## config.mk

```make
export PLATFORM = sky130hd
export DESIGN_NAME = count_udl
export DESIGN_NICKNAME = d
export VERILOG_FILES = /design/src/rtl/count_pkg.sv /design/src/rtl/count_udl_next.sv /design/src/rtl/count_udl.sv
export SDC_FILE = /design/constraint.sdc
export NUM_CORES = 1
export LEC_CHECK = 0
export CAP_MARGIN = 20
export CORE_UTILIZATION = 55
export DETAILED_ROUTE_END_ITERATION = 7
export DONT_BUFFER_PORTS = 1
export PLACE_DENSITY = 0.76
export SKIP_LAST_GASP = 1
export SLEW_MARGIN = 20
export SYNTH_ARGS = -nofsm -noshare
export SYNTH_HDL_FRONTEND = slang
export SYNTH_SLANG_ARGS = --single-unit
```

## constraint.sdc

```tcl
create_clock -name ck -period 2.4 [get_ports ck]
set_input_delay 0.24 -clock ck [delete_from_list [all_inputs] [get_ports ck]]
set_output_delay 0.24 -clock ck [all_outputs]
set_load 0.05 [all_outputs]
```

## src/rtl/count_pkg.sv

```systemverilog
// Shared constants and helpers for the up/down/load counter family.
package count_pkg;

  // Default counter / load-data width.
  localparam int unsigned CNT_WIDTH_DEF = 8;

  // Counter reset value; all zeros at any width.
  localparam int unsigned CNT_RST_VAL = 0;

  // Operation selected at a rising edge, already priority-resolved.
  typedef enum logic [1:0] {
    OP_HOLD = 2'd0,
    OP_UP   = 2'd1,
    OP_DOWN = 2'd2,
    OP_LOAD = 2'd3
  } cnt_op_e;

  // Priority: load > en > hold; ud only selects direction when counting.
  function automatic cnt_op_e decode_op(input logic en, input logic ud, input logic load);
    cnt_op_e op;
    if (load)    op = OP_LOAD;
    else if (en) op = ud ? OP_UP : OP_DOWN;
    else         op = OP_HOLD;
    return op;
  endfunction

endpackage

```

## src/rtl/count_udl_next.sv

```systemverilog
// Combinational next-state logic for count_udl.
module count_udl_next
  import count_pkg::*;
#(
  parameter int unsigned WIDTH = CNT_WIDTH_DEF
) (
  input  logic [WIDTH-1:0] cnt,
  input  logic             en,
  input  logic             ud,
  input  logic             load,
  input  logic [WIDTH-1:0] d,
  output logic [WIDTH-1:0] cnt_next
);

  cnt_op_e op;

  // Resolve the operation and compute the wrapped next count.
  always_comb begin
    cnt_next = cnt;
    op       = decode_op(en, ud, load);
    unique case (op)
      OP_LOAD: cnt_next = d;
      OP_UP:   cnt_next = cnt + WIDTH'(1);
      OP_DOWN: cnt_next = cnt - WIDTH'(1);
      default: cnt_next = cnt;
    endcase
  end

endmodule

```

## src/rtl/count_udl.sv

```systemverilog
// Up/down counter with synchronous parallel load and asynchronous reset.
module count_udl
  import count_pkg::*;
#(
  parameter int unsigned WIDTH = CNT_WIDTH_DEF
) (
  input  logic             ck,
  input  logic             reset,
  input  logic             en,
  input  logic             ud,
  input  logic             load,
  input  logic [WIDTH-1:0] d,
  output logic [WIDTH-1:0] cnt
);

  logic [WIDTH-1:0] cnt_next;

  count_udl_next #(
    .WIDTH(WIDTH)
  ) u_next (
    .cnt      (cnt),
    .en       (en),
    .ud       (ud),
    .load     (load),
    .d        (d),
    .cnt_next (cnt_next)
  );

  // State register; reset clears it immediately, independent of ck.
  always_ff @(posedge ck or posedge reset) begin
    if (reset) cnt <= WIDTH'(CNT_RST_VAL);
    else       cnt <= cnt_next;
  end

endmodule

```

==> results of run 1 <==
## synth_stat cells (2+ instances only)
master,instances
sky130_fd_sc_hd__o21ai_1,2
sky130_fd_sc_hd__a21oi_1,5
sky130_fd_sc_hd__nand2_1,5
sky130_fd_sc_hd__nor2_1,9
sky130_fd_sc_hd__nor3_1,6
sky130_fd_sc_hd__and3_1,2
sky130_fd_sc_hd__buf_6,2
sky130_fd_sc_hd__mux2i_1,3
sky130_fd_sc_hd__inv_1,6
sky130_fd_sc_hd__inv_2,2
sky130_fd_sc_hd__dfrtp_1,8
sky130_fd_sc_hd__o22ai_1,4
sky130_fd_sc_hd__xnor2_1,2
sky130_fd_sc_hd__nand3b_1,2
sky130_fd_sc_hd__a22oi_1,3
sky130_fd_sc_hd__clkbuf_1,5
sky130_fd_sc_hd__ha_1,4
sky130_fd_sc_hd__nor2b_1,4
sky130_fd_sc_hd__nand4_1,2
sky130_fd_sc_hd__xor2_1,2
sky130_fd_sc_hd__o21ai_0,6
## path summary, 6_finish.rpt
path | startpoint | endpoint | slack [ns] | cells after the start
max | en | cnt[6] | 0.41 | 10
min | d[5] | cnt[5] | 0.19 | 2
max reg2reg | cnt[1] | cnt[6] | 0.43 | 8
min reg2reg | cnt[2] | cnt[2] | 0.70 | 2
max in group asynchronous | reset | cnt[0] | 1.76 | 2
min in group asynchronous | reset | cnt[4] | 0.40 | 2
## power groups by stage
stage | sequential, W | clock [W] | combinational, W
after global routing | 0.000315 | 0.000107 | 0.000483
after CTS | 0.000306 | 0.000101 | 0.000439
after floorplan | 0.000374 | 0 | 0.000290
after global placement | 0.000306 | 0 | 0.000431
after detailed placement | 0.000309 | 0 | 0.000435
final | 0.000308 | 0.0000998 | 0.000440
## metrics by stage
stage	setup WS [ns]	instance area (um^2)	hold slack (ns)	util, %
floorplan	0.1850	790.8	0.05566	-
global placement	0.2464	808.3	0.09436	61.35
detailed placement	0.1219	808.3	0.09602	61.35
CTS	0.3782	840.8	0.1908	63.82
global route	0.03632	840.8	0.2043	63.82
finish	0.4109	840.8	0.1904	63.82
## cell type report
class	instances	area, um^2	area share [%]
well taps	15	18.77	2.232
flip-flops and latches	8	200.2	23.81
repair buffers	8	62.56	7.440
inverters	8	30.03	3.571
multi-input cells	77	506.7	60.27
clock buffers	3	22.52	2.679
## cells by family after synthesis
logic type	share of synthesized area, %
AOI/OAI and AO/OA	26.90
DFF	25.32
xor gates and xnor gates	4.431
and+or+nand+nor	21.20
muxes	5.222
adders and majority gates	6.329
buffers and inverters	10.60
## per-layer routing
| layer | global-route usage (%) | vias up | routed length [um] |
|---|---|---|---|
| li1 | - | 375 | - |
| met1 | 34.84 | 340 | 827 |
| met2 | 40.73 | 15 | 771 |
| met3 | 3.409 | 2 | 51 |
| met4 | 10.34 | 0 | 14 |
| met5 | 0 | - | 0 |
## critical path, delay by kind of cell
kind                     cells  cell delay, ns
AO/OA/AOI/OAI                6            1.22
XOR/XNOR                     1            0.17
adder cells (fa/ha/maj)      2            0.43
AND/OR/NAND/NOR              1            0.09
==> summary.md, run 1 <==
Entering global routing, the biggest net connects 18 pins. The slew of the pin with the lowest slew margin is 0.6682 ns, and the post-synthesis sequential area ratio is 25.32%. Per report_power, the sequential group accounts for 36.3% of the total. The initial utilization of the core area, before any placement, comes to 60.02%. During placement, the flow inserted port buffers numbering 0. From synthesis to final layout, the design area changed by 6.329%.

Summed over all nets, the switching power comes to 0.0004464 W. The top register by number of flip-flops was cnt. After detailed routing, the average wire length per cell comes to 13.99 um. In this run the deepest clock path goes through 2 buffers.

The number of flops mapped to enable cells by yosys was 0. The first global-routing pass estimated 2.718 mm of wire. The mean instance size in the synthesized netlist is 7.753 um^2, and the shortest period the worst path allows is 1.989 ns.

The tools report the cell count after synthesis as 102. Counting distinct cell types in the post-synthesis netlist gives 39. After floorplanning, the core was divided into 13 placement rows.

The tools report the global-route total usage across every layer as 25.73%. The die area was 0.001593 mm^2; the synthesized area was 790.8 um^2. The die is 39.92 um wide.

The worst-skew pair later-pin latency is 0.25 ns. Path class of the lowest-slack min-delay path: primary input to flop. In this run the power density over the cells is 1008 mW/mm^2. The total power after layout was 0.0008475 W.

The count of clock tree sinks came out at 8. For this run, the leading register cell type out of synthesis is sky130_fd_sc_hd__dfrtp_1. The area share of the largest cell type after synthesis was 25.32%.

Net total in the final layout: 123. Among the stages of the critical path, the cell type that occurs most often is sky130_fd_sc_hd__ha_1. After synthesis the netlist holds a flip-flop and latch count of 8. For this run, the slowest stage of the critical path takes 0.38 ns. After synthesis, the cell types taking the most area are sky130_fd_sc_hd__dfrtp_1, sky130_fd_sc_hd__ha_1, sky130_fd_sc_hd__nor2_1. The warning count from the yosys run is 0, and the mean number of vias per cell is 6.151.

Internal power comes to 0.0004011 W. TritonCTS built the clock tree. The switching power share of the total is 52.67%, and the number of cells in the finished layout apart from fillers is 119. The detailed router placed 732 vias in this run. The post-route clock period utilization is 82.88%. The flip-flop count of the largest register, all copies and words added was 8. The tools report the part of the total power dissipated in the clock network as 11.8%. For this design the top-level I/O count stands at 21. Summed over all failing endpoints, the final setup total negative slack is 0 ns. The initial detailed-routing violation count came out at 17.

The number of gates resized after CTS was 0. The number of maximum-capacitance violations is 0. The setup path with the least slack is of type primary input to flop.

Leaving out fill and tap cells, the most frequent cell in the layout is sky130_fd_sc_hd__nor2_1. The H-tree depth is 1, and the combinational share of power is 51.9%. The number of failing hold endpoints at the final stage was 0.

The flow ran to the end, and the final reports show no timing, DRC or antenna violations. After clock tree synthesis, the clock-pin slew on the worst setup and hold paths is 0.05 ns. The maximum clock rate was 502.7 MHz. The logs give 1 for the number of hold-repair buffers added at the cts stage and 552.6 uV for the maximum vdd ir drop.

For the final database, setup skew stands at 0.001530 ns. Worst-path maximum fanout: 3. The wire-length estimate of the detail-placed layout is 1.273 mm.

Clock tree synthesis selected as its root buffer the cell sky130_fd_sc_hd__clkbuf_4. The tools report the final weighted congestion in routability-driven placement as 0.8323. The signal on the critical path passes through a21oi_1, ha_1, xor2_1, ha_1, a21boi_1, o22a_1, a2111oi_0, a311oi_1, nor2_1, a211oi_1.

The tools report the kind of launch point of the worst setup path as a primary input. Leaving out fill and tap cells, the most frequent cells in the layout are sky130_fd_sc_hd__nor2_1, sky130_fd_sc_hd__dfrtp_1, sky130_fd_sc_hd__buf_4. The cell with the biggest individual delay on the critical path was sky130_fd_sc_hd__a311oi_1.

Setup repair after global routing left no endpoint under its margin. The post-route netlist has 13.46% of its cells at a drive strength greater than 1. The logs give 652 for the via count of the first global-routing pass and 4 for the first-pass iteration count of the detailed router.

In this run the remaining antenna-violating nets after routing total 0. The worst setup path is captured at a flop. Data on the critical path is required at its endpoint by 2.56 ns. The final count of negative-setup-slack endpoints is 0. The antenna diode count is 0. STA puts the critical path data arrival time at 2.15 ns. Residual DRC count: 0. The tools report the leakage power of the design as 0.3801 nW.

The largest registers in the layout are cnt x8. For the post-detailed-routing wire length, the log shows 1.665 mm. The fraction of registers with async set or reset after synthesis works out to 100.0%.

The number of post-CTS setup repair buffers is 0, and the number of antenna violations at the first check in global routing is 0. The number of fill cells is 113, and the vertical die dimension is 39.92 um. The logs give 119 for the net count after synthesis and 0 for the aggregate global routing overflow. sky130_fd_sc_hd__dfrtp_1 takes more of the synthesized area than any other cell. The number of buffers created by CTS came out at 3. The max-slew violation total from the final report was 0.

In this run the standard cell core region covers 0.001318 mm^2. After detailed placement, the design holds a cell count of 115. Measured against its own limit, the worst slew margin works out to 55.45%.
No activity file was read; power rests on OpenSTA's default activity.
==> run 2, diff against run 1 <==
Settings changed: PLACE_DENSITY 0.76 to 0.79.
Clock period 2.4 ns to 1.8 ns, I/O delays scaled along.
==> summary.md, run 2 (same netlist as run 1, synthesis figures left out) <==
The run finished, with violations left. The final reports fail on setup timing. The number of failing hold endpoints at the final stage was 0. The worst-skew pair later-pin latency was 0.27 ns. Headroom to the max-slew limit came out at 71.80%. The layout cell share with drive strength beyond 1 works out to 26.72%.

The global-route total usage across every layer is 27.96%. The die is 39.92 um tall. The post-route clock period utilization was 104.1%; the final count of negative-setup-slack endpoints was 2. The number of setup buffers added after CTS is 0. The signal arrival time at the worst endpoint was 2.04 ns.

The final setup slack of the worst path came out at -0.07333 ns. The tree is rooted in a sky130_fd_sc_hd__clkbuf_4. The worst hold slack across all endpoints is 0.1265 ns, and the aggregate global routing overflow is 0. Of all nets on the critical path, the largest fanout is 3. After detailed routing, the number of remaining DRC violations is 0.

The library cell used most frequently in the layout, excluding fill and tap cells, is sky130_fd_sc_hd__buf_4. The largest registers in the layout are cnt x8. Buffers inserted during clock tree synthesis total 3.

The tools report the largest net degree at the start of global routing as 12. The maximum vdd ir drop came out at 616.4 uV. The tools report the net total in the final layout as 134. The tools report the wire length of the first global-routing pass as 2.877 mm.

The via count of the first global-routing pass was 702. The path class of the lowest-slack min-delay path was primary input to flop. The routed design has 1.923 mm of wire. At the worst endpoint, the required time is 1.97 ns.

Power spread over the standard cell area amounts to 1296 mW/mm^2. Walking the worst path, the cells encountered are xor2_1, ha_2, a21boi_1, o22a_1, and2_4, a311oi_2, nor2_1, a211oi_1. The top register by number of flip-flops was cnt. The analysis attributes to cell leakage a power of 0.4419 nW. At the pin with the least slew margin, the transition time is 0.4164 ns. The area of the core was 0.001318 mm^2. The cell with the biggest individual delay on the critical path is sky130_fd_sc_hd__dfrtp_2. The count of standard-cell rows came out at 13. Compared with the post-synthesis result, the final layout area differs by 23.26%. Top-level port count: 21. The tools report the number of nets with antenna violations after detailed routing as 0.

The mean number of vias per cell works out to 6.229. The die area was 0.001593 mm^2. The first routing iteration left 23 violations. The routed via count was 816. The register with the most flip-flops in the layout has 8 of them. The quantity of I/O buffers inserted on ports came out at 0.

The tool flagged a number of max-cap violations equal to 0. The critical path in this run is classified as flop to flop. The logs give 533.8 MHz for the maximum clock rate and 0 for the number of gates resized after CTS. The worst setup path is launched from a flop.

Once the floorplan was initialized, standard cells occupied 60.02% of the core. The number of antenna diodes in the final layout is 0. No sink is reached through more buffers than the 2 on the longest clock path.

The top cell types in the final layout, fill and taps aside, are sky130_fd_sc_hd__buf_4, sky130_fd_sc_hd__nor2_1, sky130_fd_sc_hd__dfrtp_1. In this run the horizontal extent of the chip is 39.92 um. The shortest period the worst path allows was 1.873 ns. TritonCTS built the clock tree. For the H-tree depth, the log shows 1. Clock-pin slew was measured on the worst setup and hold paths at 0.06 ns.

On the final layout, the worst clock skew is 0.008071 ns. The wire-length estimate of the detail-placed layout is 1.448 mm. The clock net in this run drives a total of 8 sinks. Setup repair after global routing could not meet its margin everywhere.

At the end of the flow the core is filled with cells to 73.98%. The max-slew violation total from the final report was 0; the final weighted congestion in routability-driven placement was 0.8329. STA classifies the critical path endpoint as a flop. In the final routed layout, each cell accounts on average for 14.68 um. The number of antenna violations at the first check in global routing was 0; the maximum cell stage delay along the critical path was 0.41 ns. For this run, the detailed router's first-pass iteration total came to 4.
-- run 2: through the flow --
stage	total power, W	setup WS (ns)	TNS (ns)	std cells	instance area, um^2
2_1_floorplan	0.0009070	-0.2246	-0.3940	102	813.3
4_1_cts	0.001262	-0.08064	-0.1012	131	974.7
3_3_place_gp	0.001087	-0.09904	-0.1879	126	938.4
5_1_grt	0.001342	-0.1604	-0.3460	131	974.7
6_report	0.001263	-0.07333	-0.08555	131	974.7
3_5_place_dp	0.001100	-0.1681	-0.3350	126	938.4
-- run 2: layout make-up --
cell class / count / area [um^2]
multi-input cells: 77 / 528.0
fillers: 107 / 342.8
flip-flops and latches: 8 / 201.4
repair buffers: 19 / 170.2
inverters: 8 / 30.03
clock buffers: 4 / 26.28
well taps: 15 / 18.77
-- run 2: worst max-delay path, delay by kind of cell (launching register included) --
kind / cells / cell delay, ns
AO/OA/AOI/OAI: 4 / 0.78
adder cells (fa/ha/maj): 1 / 0.18
AND/OR/NAND/NOR: 2 / 0.25
XOR/XNOR: 1 / 0.16
flip-flops: 1 / 0.41
-- run 2: per-layer routing --
layer,track usage [%],vias up,part of all wire [%]
met5,0,-,0
met4,14.66,0,1.8
met3,10.23,4,6.5
met2,45.16,29,50
met1,31.54,387,42
li1,-,396,-
-- run 2: worst paths after layout --
kind | from | to | slack (ns) | depth (start not counted)
setup / recovery | cnt[1] | cnt[6] | -0.07 | 8
hold / removal | d[1] | cnt[1] | 0.13 | 2
setup reg to reg | cnt[1] | cnt[6] | -0.07 | 8
hold reg to reg | cnt[7] | cnt[7] | 0.63 | 2
max in group asynchronous | reset | cnt[1] | 1.21 | 2
min in group asynchronous | reset | cnt[2] | 0.32 | 2
-- run 2: what timing repair did --
| action | in CTS | in global routing |
|---|---|---|
| gates cloned | 0 | 0 |
| hold buffers | 1 | 0 |
| setup endpoints to repair | 2 | 3 |
| endpoints found under the hold margin | 8 | 0 |
-- run 2: where the power goes --
part	switching [W]	leakage, nW	internal (W)
clock network	0.0000715	0.0150	0.0000855
logic	0.000487	0.334	0.000295
registers	0.0000856	0.0927	0.000239
total	0.000644	0.442	0.000619
==> run 3, diff against run 2 <==
Settings changed: CELL_PAD_IN_SITES_DETAIL_PLACEMENT from default to 1, CELL_PAD_IN_SITES_GLOBAL_PLACEMENT from default to 1, CORE_UTILIZATION 55 to 39, PLACE_DENSITY 0.79 to default, PLACE_DENSITY_LB_ADDON from default to 0.1.
==> summary.md, run 3 (same netlist as run 1, synthesis figures left out) <==
The flow ran to the end, but the final reports show violations. The checks that failed: setup timing. The maximum cell stage delay along the critical path came out at 0.42 ns.

The number of fill cells is 228, and the post-DP HPWL is 1.735 mm. The number of failing hold endpoints at the final stage is 0. The logs give 522.7 MHz for the maximum clock rate and 1.96 ns for the worst path required time.

The worst hold slack across all endpoints is 0.1279 ns. The setup slack after placement is -0.1960 ns, and the setup slack of the most critical reg-to-reg path is -0.11 ns. Of all nets on the critical path, the largest fanout is 3. For the initial detailed-routing violation count, the log shows 9. Setup violations remaining at the end of the flow were counted as 2. For the remaining max-slew budget at the tightest pin, the log shows 65.26%. The residual DRC count is 0.

Entering global routing, the biggest net connects 18 pins. The critical path depth was 8. For this run, the total global-route usage over all layers was measured as 23.20%. The run gives 2.273 mm as the post-detailed-routing wire length.

The top cell types in the final layout, fill and taps aside, are sky130_fd_sc_hd__buf_4, sky130_fd_sc_hd__nor2_1, sky130_fd_sc_hd__dfrtp_1. The worst setup path is launched from a flop. The path class of the tightest hold or removal check is primary input to flop. TritonCTS built the clock tree. Buffers placed on the I/O ports in this run total 0. Fraction of the core area covered by cells at the end of the flow: 53.26%.

VDD sags by at most 819.9 uV. For this design the ratio of total power to cell area is 1308 mW/mm^2. The worst path in the final design needs a cycle of 1.913 ns, including I/O delays and setup.

Launch point of the worst reg-to-reg path: cnt[1]. After global routing the overflow that remains totals 0. Clock latency on the worst-skew pair, taken at its later pin, is 0.26 ns.

The H-tree depth was 1. The register with the most flip-flops in the layout has 8 of them. Setup repair after global routing could not meet its margin everywhere.

The floorplan has 15 rows. Layout cell share with drive strength beyond 1: 27.59%. The leakage power of the design was 0.4387 nW. The count of clock tree sinks is 8, and the mean number of vias per cell is 5.695.

The slew of the pin with the lowest slew margin was 0.5211 ns. In the final timing run, aggregate negative setup slack is -0.1300 ns. After clock tree synthesis, the clock-pin slew on the worst setup and hold paths is 0.06 ns. The number of antenna violations at the first check in global routing is 0. For the antenna diode count, the log shows 0. The post-route clock period utilization is 106.3%. The number of placed instances, taps included, is 135. CTS placed an instance of sky130_fd_sc_hd__clkbuf_4 at the clock tree root.

In this run the remaining antenna-violating nets after routing total 0. The via count of the first global-routing pass came out at 765. The number of maximum-capacitance violations came out at 0. The cell with the biggest individual delay on the critical path is sky130_fd_sc_hd__dfrtp_2. The logs give 21 for the top-level port count and 3 for the number of buffers created by CTS. The clock arrives with 0.007908 ns of skew.

The area added between synthesis and finish was 22.63%; the chip width was 47.03 um. The first global-routing pass estimated 3.560 mm of wire. Counting cells, the worst reg-to-reg path comes to 8.

The logs give 0 for the max-slew violation total from the final report and 0.7907 for the final weighted congestion in routability-driven placement. For this configuration, the core starts out at a cell density of 43.44%. Counting both buffers and inverters, the worst setup path holds a total of 0. The tools report the net total in the final layout as 134.

The run gives 0.002212 mm^2 as the die area. Type of the setup path with the least slack: flop to flop. For the final setup slack of the worst path, the log shows -0.1130 ns.

Walking the worst path, the cells encountered are xor2_1, ha_2, a21boi_1, o22a_1, and2_4, a311oi_2, nor2_1, a211oi_1. For the number of cells in the finished layout apart from fillers, the log shows 141. The critical path starts at cnt[1]. The total area inside the core boundary comes to 0.001821 mm^2. The cell family contributing the most delay on the critical path is compound AO/OA/AOI/OAI gates. The endpoint of the worst setup timing path was cnt[6]. The clock passes through at most 2 buffers.

The worst setup path is captured at a flop. cnt holds more flip-flops than any other register. For the routed via count, the log shows 803.

In this run the critical register-to-register path is captured at cnt[6]. For the storage element area, the log shows 201.4 um^2. The largest registers in the layout are cnt x8. The multi-input combinational cells in the finished layout cover a total of 535.5 um^2.

In the final routed layout, each cell accounts on average for 16.12 um. The vertical die dimension was 47.03 um; the first-pass iteration count of the detailed router was 4. The most common cell after layout, fill and taps aside is sky130_fd_sc_hd__buf_4.

Data on the critical path arrives at its endpoint at 2.07 ns.
-- run 3: stage by stage --
step | total power [W] | area, um^2
5_1_grt | 0.001353 | 969.7
2_1_floorplan | 0.0009070 | 813.3
3_5_place_dp | 0.001099 | 918.4
4_1_cts | 0.001257 | 954.7
6_report | 0.001268 | 969.7
3_3_place_gp | 0.001080 | 918.4
-- run 3: worst min path at each step --
stage	start	to	slack, ns	depth (start not counted)
floorplan	reset	cnt[0]	-0.004	1
global placement	reset	cnt[6]	0.04	1
detailed placement	reset	cnt[5]	0.04	1
CTS	d[3]	cnt[3]	0.12	2
global route	d[3]	cnt[3]	0.12	2
finish	d[3]	cnt[3]	0.13	2
-- run 3: final cells by class --
type | instances | share of cell area (%)
Clock buffer | 4 | 2.710
Inverter | 8 | 3.097
Multi-Input combinational cell | 77 | 55.23
Sequential cell | 8 | 20.77
Tap cell | 25 | 3.226
Timing Repair Buffer | 19 | 14.97
-- run 3: report_power, final --
part	switching (W)	total [W]	internal [W]
registers	0.0000894	0.000328	0.000239
logic	0.000498	0.000790	0.000291
clock network	0.0000650	0.000150	0.0000850
-- run 3: what timing repair did --
action	CTS	global route
gates resized for setup	0	2
endpoints found under the hold margin	8	0
setup buffers	0	1
hold buffers	1	0
setup endpoints to repair	3	3
-- run 3: worst reg2reg max path, stage by stage (launching register included) --
cell and delay, ns:
sky130_fd_sc_hd__dfrtp_2 0.42, sky130_fd_sc_hd__xor2_1 0.16, sky130_fd_sc_hd__ha_2 0.18, sky130_fd_sc_hd__a21boi_1 0.13, sky130_fd_sc_hd__o22a_1 0.23, sky130_fd_sc_hd__and2_4 0.18, sky130_fd_sc_hd__a311oi_2 0.26, sky130_fd_sc_hd__nor2_1 0.07
sky130_fd_sc_hd__a211oi_1 0.18
-- run 3: metal layers --
layer | GRT usage (%) | vias to the layer above | wire length [um]
met3 | 6.154 | 2 | 117
met4 | 3.429 | 0 | 6
met1 | 28.27 | 383 | 958
met5 | 0 | - | 0
met2 | 41.67 | 21 | 1191
li1 | - | 397 | -
